**config.mk**
```make
export PLATFORM = sky130hd
export DESIGN_NAME = cmp_track_unit
export DESIGN_NICKNAME = d
export VERILOG_FILES = /design/src/rtl/cmp_track_unit.sv
export SDC_FILE = /design/constraint.sdc
export NUM_CORES = 1
export LEC_CHECK = 0
export BUFFER_PORTS_ARGS = -buffer_cell sky130_fd_sc_hd__buf_2
export CAP_MARGIN = 20
export CORE_ASPECT_RATIO = 0.75
export CORE_UTILIZATION = 50
export DETAILED_ROUTE_END_ITERATION = 10
export PLACE_DENSITY = 0.85
export SLEW_MARGIN = 20
export SYNTH_ARGS = -nofsm -noshare
export SYNTH_HDL_FRONTEND = slang
export SYNTH_SLANG_ARGS = --single-unit
```
**constraint.sdc**
```tcl
create_clock -name CLK -period 3.4 [get_ports CLK]
set_input_delay 0.17 -clock CLK [delete_from_list [all_inputs] [get_ports CLK]]
set_output_delay 0.17 -clock CLK [all_outputs]
set_load 0.01 [all_outputs]
```
**src/rtl/cmp_track_unit.sv**
```systemverilog
// Compare/min-max tracking unit: EQ/GT/LT/GE/LE predicates plus a running MIN/MAX tracker with a sample counter.
// Latency: one cycle from accept to registered CMP_OUT/CMP_Flag/OUT_VALID; the tracker updates on the same edge.
// Backpressure: IN_READY = !OUT_VALID || OUT_READY; the held result stays stable while OUT_READY is low.
module cmp_track_unit #(
    parameter int DATA_WIDTH = 16,
    parameter int CNT_WIDTH  = 8
) (
    input  logic                  CLK,
    input  logic                  RST,
    input  logic [DATA_WIDTH-1:0] A,
    input  logic [DATA_WIDTH-1:0] B,
    input  logic [2:0]            ALU_FUNC,
    input  logic                  SIGNED_CMP,
    input  logic                  CLR_TRACK,
    input  logic                  IN_VALID,
    output logic                  IN_READY,
    output logic                  OUT_VALID,
    input  logic                  OUT_READY,
    output logic [2:0]            CMP_OUT,
    output logic                  CMP_Flag,
    output logic [DATA_WIDTH-1:0] TRACK_OUT,
    output logic [CNT_WIDTH-1:0]  TRACK_CNT
);

    localparam logic [2:0] FN_NOP = 3'b000;
    localparam logic [2:0] FN_EQ  = 3'b001;
    localparam logic [2:0] FN_GT  = 3'b010;
    localparam logic [2:0] FN_LT  = 3'b011;
    localparam logic [2:0] FN_GE  = 3'b100;
    localparam logic [2:0] FN_LE  = 3'b101;
    localparam logic [2:0] FN_MIN = 3'b110;
    localparam logic [2:0] FN_MAX = 3'b111;

    typedef enum logic {
        TRK_EMPTY = 1'b0,
        TRK_ARMED = 1'b1
    } trk_state_t;

    trk_state_t            r_trk_state;
    logic [DATA_WIDTH-1:0] r_track;
    logic [CNT_WIDTH-1:0]  r_cnt;
    logic [2:0]            r_cmp_out;
    logic                  r_cmp_flag;
    logic                  r_out_valid;

    logic                  w_accept;
    logic                  w_is_mm;
    logic                  w_a_eq_b;
    logic                  w_a_lt_b;
    logic                  w_a_gt_b;
    logic                  w_a_lt_t;
    logic                  w_a_gt_t;
    logic                  w_mm_update;
    logic                  w_mm_load;
    logic [2:0]            w_code;
    logic                  w_flag;

    assign IN_READY  = !r_out_valid || OUT_READY;
    assign w_accept  = IN_VALID && IN_READY;
    assign w_is_mm   = (ALU_FUNC == FN_MIN) || (ALU_FUNC == FN_MAX);

    // Operand comparisons against B and against the tracked value, honouring signedness
    assign w_a_eq_b  = (A == B);
    assign w_a_lt_b  = SIGNED_CMP ? ($signed(A) < $signed(B)) : (A < B);
    assign w_a_gt_b  = SIGNED_CMP ? ($signed(A) > $signed(B)) : (A > B);
    assign w_a_lt_t  = SIGNED_CMP ? ($signed(A) < $signed(r_track)) : (A < r_track);
    assign w_a_gt_t  = SIGNED_CMP ? ($signed(A) > $signed(r_track)) : (A > r_track);

    // A clear in the same cycle empties the tracker first, so the sample loads unconditionally
    assign w_mm_load   = CLR_TRACK || (r_trk_state == TRK_EMPTY);
    assign w_mm_update = (ALU_FUNC == FN_MAX) ? w_a_gt_t : w_a_lt_t;

    // Result code decode: the function code itself when the predicate or tracker update fires, else zero
    always_comb begin
        w_code = 3'b000;
        w_flag = 1'b1;
        case (ALU_FUNC)
            FN_NOP: w_flag = 1'b0;
            FN_EQ:  w_code = w_a_eq_b  ? FN_EQ : 3'b000;
            FN_GT:  w_code = w_a_gt_b  ? FN_GT : 3'b000;
            FN_LT:  w_code = w_a_lt_b  ? FN_LT : 3'b000;
            FN_GE:  w_code = !w_a_lt_b ? FN_GE : 3'b000;
            FN_LE:  w_code = !w_a_gt_b ? FN_LE : 3'b000;
            default: w_code = (w_mm_load || w_mm_update) ? ALU_FUNC : 3'b000;
        endcase
    end

    // Output result registers with valid/ready handshake
    always_ff @(posedge CLK or posedge RST) begin
        if (RST) begin
            r_cmp_out   <= 3'b000;
            r_cmp_flag  <= 1'b0;
            r_out_valid <= 1'b0;
        end else if (w_accept) begin
            r_cmp_out   <= w_code;
            r_cmp_flag  <= w_flag;
            r_out_valid <= 1'b1;
        end else if (OUT_READY) begin
            r_out_valid <= 1'b0;
        end
    end

    // Tracker state machine: EMPTY/ARMED with shared min/max value and saturating sample count
    always_ff @(posedge CLK or posedge RST) begin
        if (RST) begin
            r_trk_state <= TRK_EMPTY;
            r_track     <= '0;
            r_cnt       <= '0;
        end else if (w_accept && w_is_mm) begin
            if (w_mm_load) begin
                r_trk_state <= TRK_ARMED;
                r_track     <= A;
                r_cnt       <= CNT_WIDTH'(1);
            end else begin
                if (w_mm_update) begin
                    r_track <= A;
                end
                if (r_cnt != '1) begin
                    r_cnt <= r_cnt + CNT_WIDTH'(1);
                end
            end
        end else if (CLR_TRACK) begin
            r_trk_state <= TRK_EMPTY;
            r_track     <= '0;
            r_cnt       <= '0;
        end
    end

    assign OUT_VALID = r_out_valid;
    assign CMP_OUT   = r_cmp_out;
    assign CMP_Flag  = r_cmp_flag;
    assign TRACK_OUT = r_track;
    assign TRACK_CNT = r_cnt;

endmodule

```
==> results list <==
- Status: finished clean
- The worst setup path is launched from a flop.
- Across all layers, the routed design uses around 2,000 vias.
- On the worst path, the slowest cell contributes a delay of 0.64 ns.
- ANT cells: 0
* Die Footprint: around 4800 um^2
* Worst min-delay path class: primary input to flop
- Drt first pass iters: 4
- Critical path data required time: 3.63 ns
- After the last flow step, the layout net total stands at 391.
- In this run the number of H-tree levels came out at 2.
- After floorplanning, the core was sized to cover 4180 um^2.
* Netlist Area Pre-Place: 2250 um^2
- Summing all non-filler instances in the final layout gives an area of 2740 um^2.
* Post-DR wirelength/cell: 14.1 um
- After synthesis, the netlist uses 53 different library cells.
- After detailed routing, the number of remaining DRC violations is 0.
- Yosys attributes the largest share of cell area to sky130_fd_sc_hd__dfrtp_1, sky130_fd_sc_hd__ha_1, sky130_fd_sc_hd__inv_1, sky130_fd_sc_hd__a22o_1, sky130_fd_sc_hd__a21oi_1.
- Cell at the slowest stage of the critical path: sky130_fd_sc_hd__o31a_1
* Synthesized netlist cell count: 243
* Inserted Clock Buffers: 5
* Most frequent standard cell in the layout excluding fill and tap cells: sky130_fd_sc_hd__buf_2
* Initial antenna violation count: 0
* Remaining global-route overflow: 0
- Commonest cells after routing, fill and taps aside: sky130_fd_sc_hd__buf_2, sky130_fd_sc_hd__inv_1, sky130_fd_sc_hd__ha_1
- Cells along the critical path: inv_1, ha_1, a21oi_1, o21ai_1, o2bb2ai_1, or4b_4, a21oi_1, o31a_1, a22o_2
* Summed negative setup slack over all endpoints: 0 ns
- Crit path DAT: 3.19 ns
* Signed area change from the synthesized netlist to the final layout: 21.8%
* Worst clock skew: 0.00757 ns
- Flop-to-flop setup slack: about 0.44 ns
- TritonCTS clock tree: yes
- In the routed layout, each cell is associated on average with a via count of ~5.5.
- Fillcell total: roughly 350
- In this run the core area contains 20 standard-cell rows.
- In this run, synthesis inferred 0 flip-flops with an integrated enable.
* Critical register-to-register path startpoint: TRACK_OUT[11]
- Share of cells above drive strength 1: between 20% and 30%
- Largest net degree at the start of global routing: 29
* Peak supply drop: 0.178 mV
* First-pass GRT wire length: 8800 um
- The final layout contains routed wiring with a total length of roughly 5300 um.
* Clk root buf: sky130_fd_sc_hd__clkbuf_8
- Input and output buffers added on the ports amount to 70.
- In this run the biggest area consumer among cell types represents 33.4% of the synthesized area.
- Worst slew pin tran: 0.770 ns
- The multi-input combinational cells in the finished layout cover a total of between 1000 and 1500 um^2.
- Clock transition time at the flip-flop clock pins of the worst setup and hold paths: 0.07 ns
* CTS Buffer Depth: 2
* Critical Path Fanout Max: 18
- After layout, the minimum clock period comes to around 3.0 ns.
- Dividing total power by cell area gives a power density of 329 nW/um^2.
- Post-DP Area: 2640 um^2
- The number of slew-limit violations in the final report is 0.
* Detailed-placement wirelength estimate: 4120 um
- Static Leak: 1.47 nW
- After layout, the worst path uses 87.1% of the clock period.
- In the synthesized netlist the dominant register cell turns out to be sky130_fd_sc_hd__dfrtp_1.
- Setup-failing EPs final: 0
- The worst setup path is of the flop to flop kind.
- Final weighted congestion in routability-driven placement: 0.846
- Ys async rst share: 100%
* Setup repair after global routing missed its margin: false
* Effective utilization at floorplan: 53.8%
- In this run the tightest slew margin relative to its limit is about half.
* Yosys warnings: 0
- In this run, the number of DRC markers left after iteration 0 of detailed routing was 119.
- Synthesis-stage register bit count: 30
* Number of endpoints with negative hold slack in the final report: 0
- After clock tree synthesis, the setup repair step added 0 buffers.
- GRT Overall Usage: 24.6%
- Startpoint of the tightest hold check path: IN_VALID
- STA classifies the critical path endpoint as a flop.
- Counting every net in the synthesized netlist gives 317.
- The cell that appears most often on the critical path is sky130_fd_sc_hd__a21oi_1.
- Number of global-route vias before repair: 1,967
- Vertical die dimension: around 60 um
- From left edge to right edge, the die measures just under 80 um.
- Clock tree synthesis found a total of 30 sinks.
* Top Ports: 71
- Dividing the synthesized area by the synthesized cell count gives roughly 9.3 um^2.
- Across the whole layout, storage elements account for 751 um^2.
- Summing the sequential cell areas from Yosys gives about a third of the chip area.
* Clk Latency, worst-skew pair: 0.29 ns
- The tool flagged a number of max-cap violations equal to 0.
* Fmax: roughly 0.34 GHz
- Number of nets with antenna violations after routing: 0
- Launching element of the worst setup path: TRACK_OUT[11]
* Cell taking the most area after synthesis: sky130_fd_sc_hd__dfrtp_1
registers in the layout, indices dropped and copies added (netlist names):
name,cells
OUT_VALID,1
CMP_Flag,1
r_trk_state,1
TRACK_OUT,16
TRACK_CNT,8
CMP_OUT,3
per-stage QoR:
stage	utilization [%]	cells	total power [mW]	worst slack [ns]	hold slack, ns
after global placement	63.1	364	0.601	0.519	0.393
after global routing	65.6	373	0.952	0.278	0.103
final	65.6	373	0.901	0.437	0.108
after detailed placement	63.1	364	0.607	0.461	0.393
after CTS	65.3	372	0.907	0.445	0.101
after floorplan	-	243	0.528	0.785	0.261
power breakdown:
| group | total (mW) | internal [mW] | switching [mW] |
|---|---|---|---|
| logic | 0.216 | 0.0977 | 0.118 |
| clock network | 0.297 | 0.163 | 0.134 |
| registers | 0.388 | 0.375 | 0.0125 |
metal layers:
| metal | up-vias | track usage [%] | routed length (um) |
|---|---|---|---|
| li1 | 1030 | - | - |
| met1 | 927 | 33.6 | 2570 |
| met2 | 78 | 38.0 | 2210 |
| met3 | 11 | 5.65 | 373 |
| met4 | 0 | 9.35 | 99 |
| met5 | - | 0 | 0 |
synthesized netlist by cell type, drive strengths merged, types with 4 or more instances:
cell and number:
a22o 16, inv 37, dfrtp 30, o21ai 11, buf 4, nand2 19
and3 5, nand4 4, nor2b 5, nand3 11, ha 33, a21oi 18
nor2 6, and4 5
area by class of cell:
type / instances / area share (%)
repair buffers: 73 / 13.7
well taps: 55 / 2.51
clock inverters: 1 / 0.183
inverters: 37 / 5.07
flip-flops and latches: 30 / 27.4
multi-input cells: 170 / 48.0
clock buffers: 7 / 3.15
cells by family (layout without fill, tap and decap cells):
group,after synthesis,count (layout),synth area share [%]
and+or+nand+nor,65,65,16.2
DFF,30,30,33.4
xor gates and xnor gates,3,3,1.17
AOI/OAI and AO/OA,67,67,21.8
adders and majority gates,33,33,18.4
buffers and inverters,43,118,8.18
muxes,2,2,0.890
what timing repair did:
| item | CTS | global route |
|---|---|---|
| hold buffers | 0 | 1 |
| hold endpoints to repair | 0 | 2 |
| resized for setup | 0 | 0 |
worst max-delay path: cells and delay by family, from the launching register on:
| kind | cells | cell delay (ns) |
|---|---|---|
| buffers and inverters | 1 | 0.05 |
| DFF | 1 | 0.38 |
| adders and majority gates | 1 | 0.31 |
| and+or+nand+nor | 1 | 0.54 |
| AOI/OAI and AO/OA | 6 | 1.61 |
worst paths after layout:
| path | endpoint | depth (start not counted) |
|---|---|---|
| worst max-delay path | TRACK_OUT[9] | 9 |
| worst min-delay path | OUT_VALID | 2 |
| worst max register to register | TRACK_OUT[9] | 9 |
| worst min register to register | CMP_OUT[1] | 1 |
| max in group asynchronous | TRACK_CNT[1] | 4 |
| min in group asynchronous | TRACK_OUT[8] | 3 |
Power figures use the tool's default switching activity.
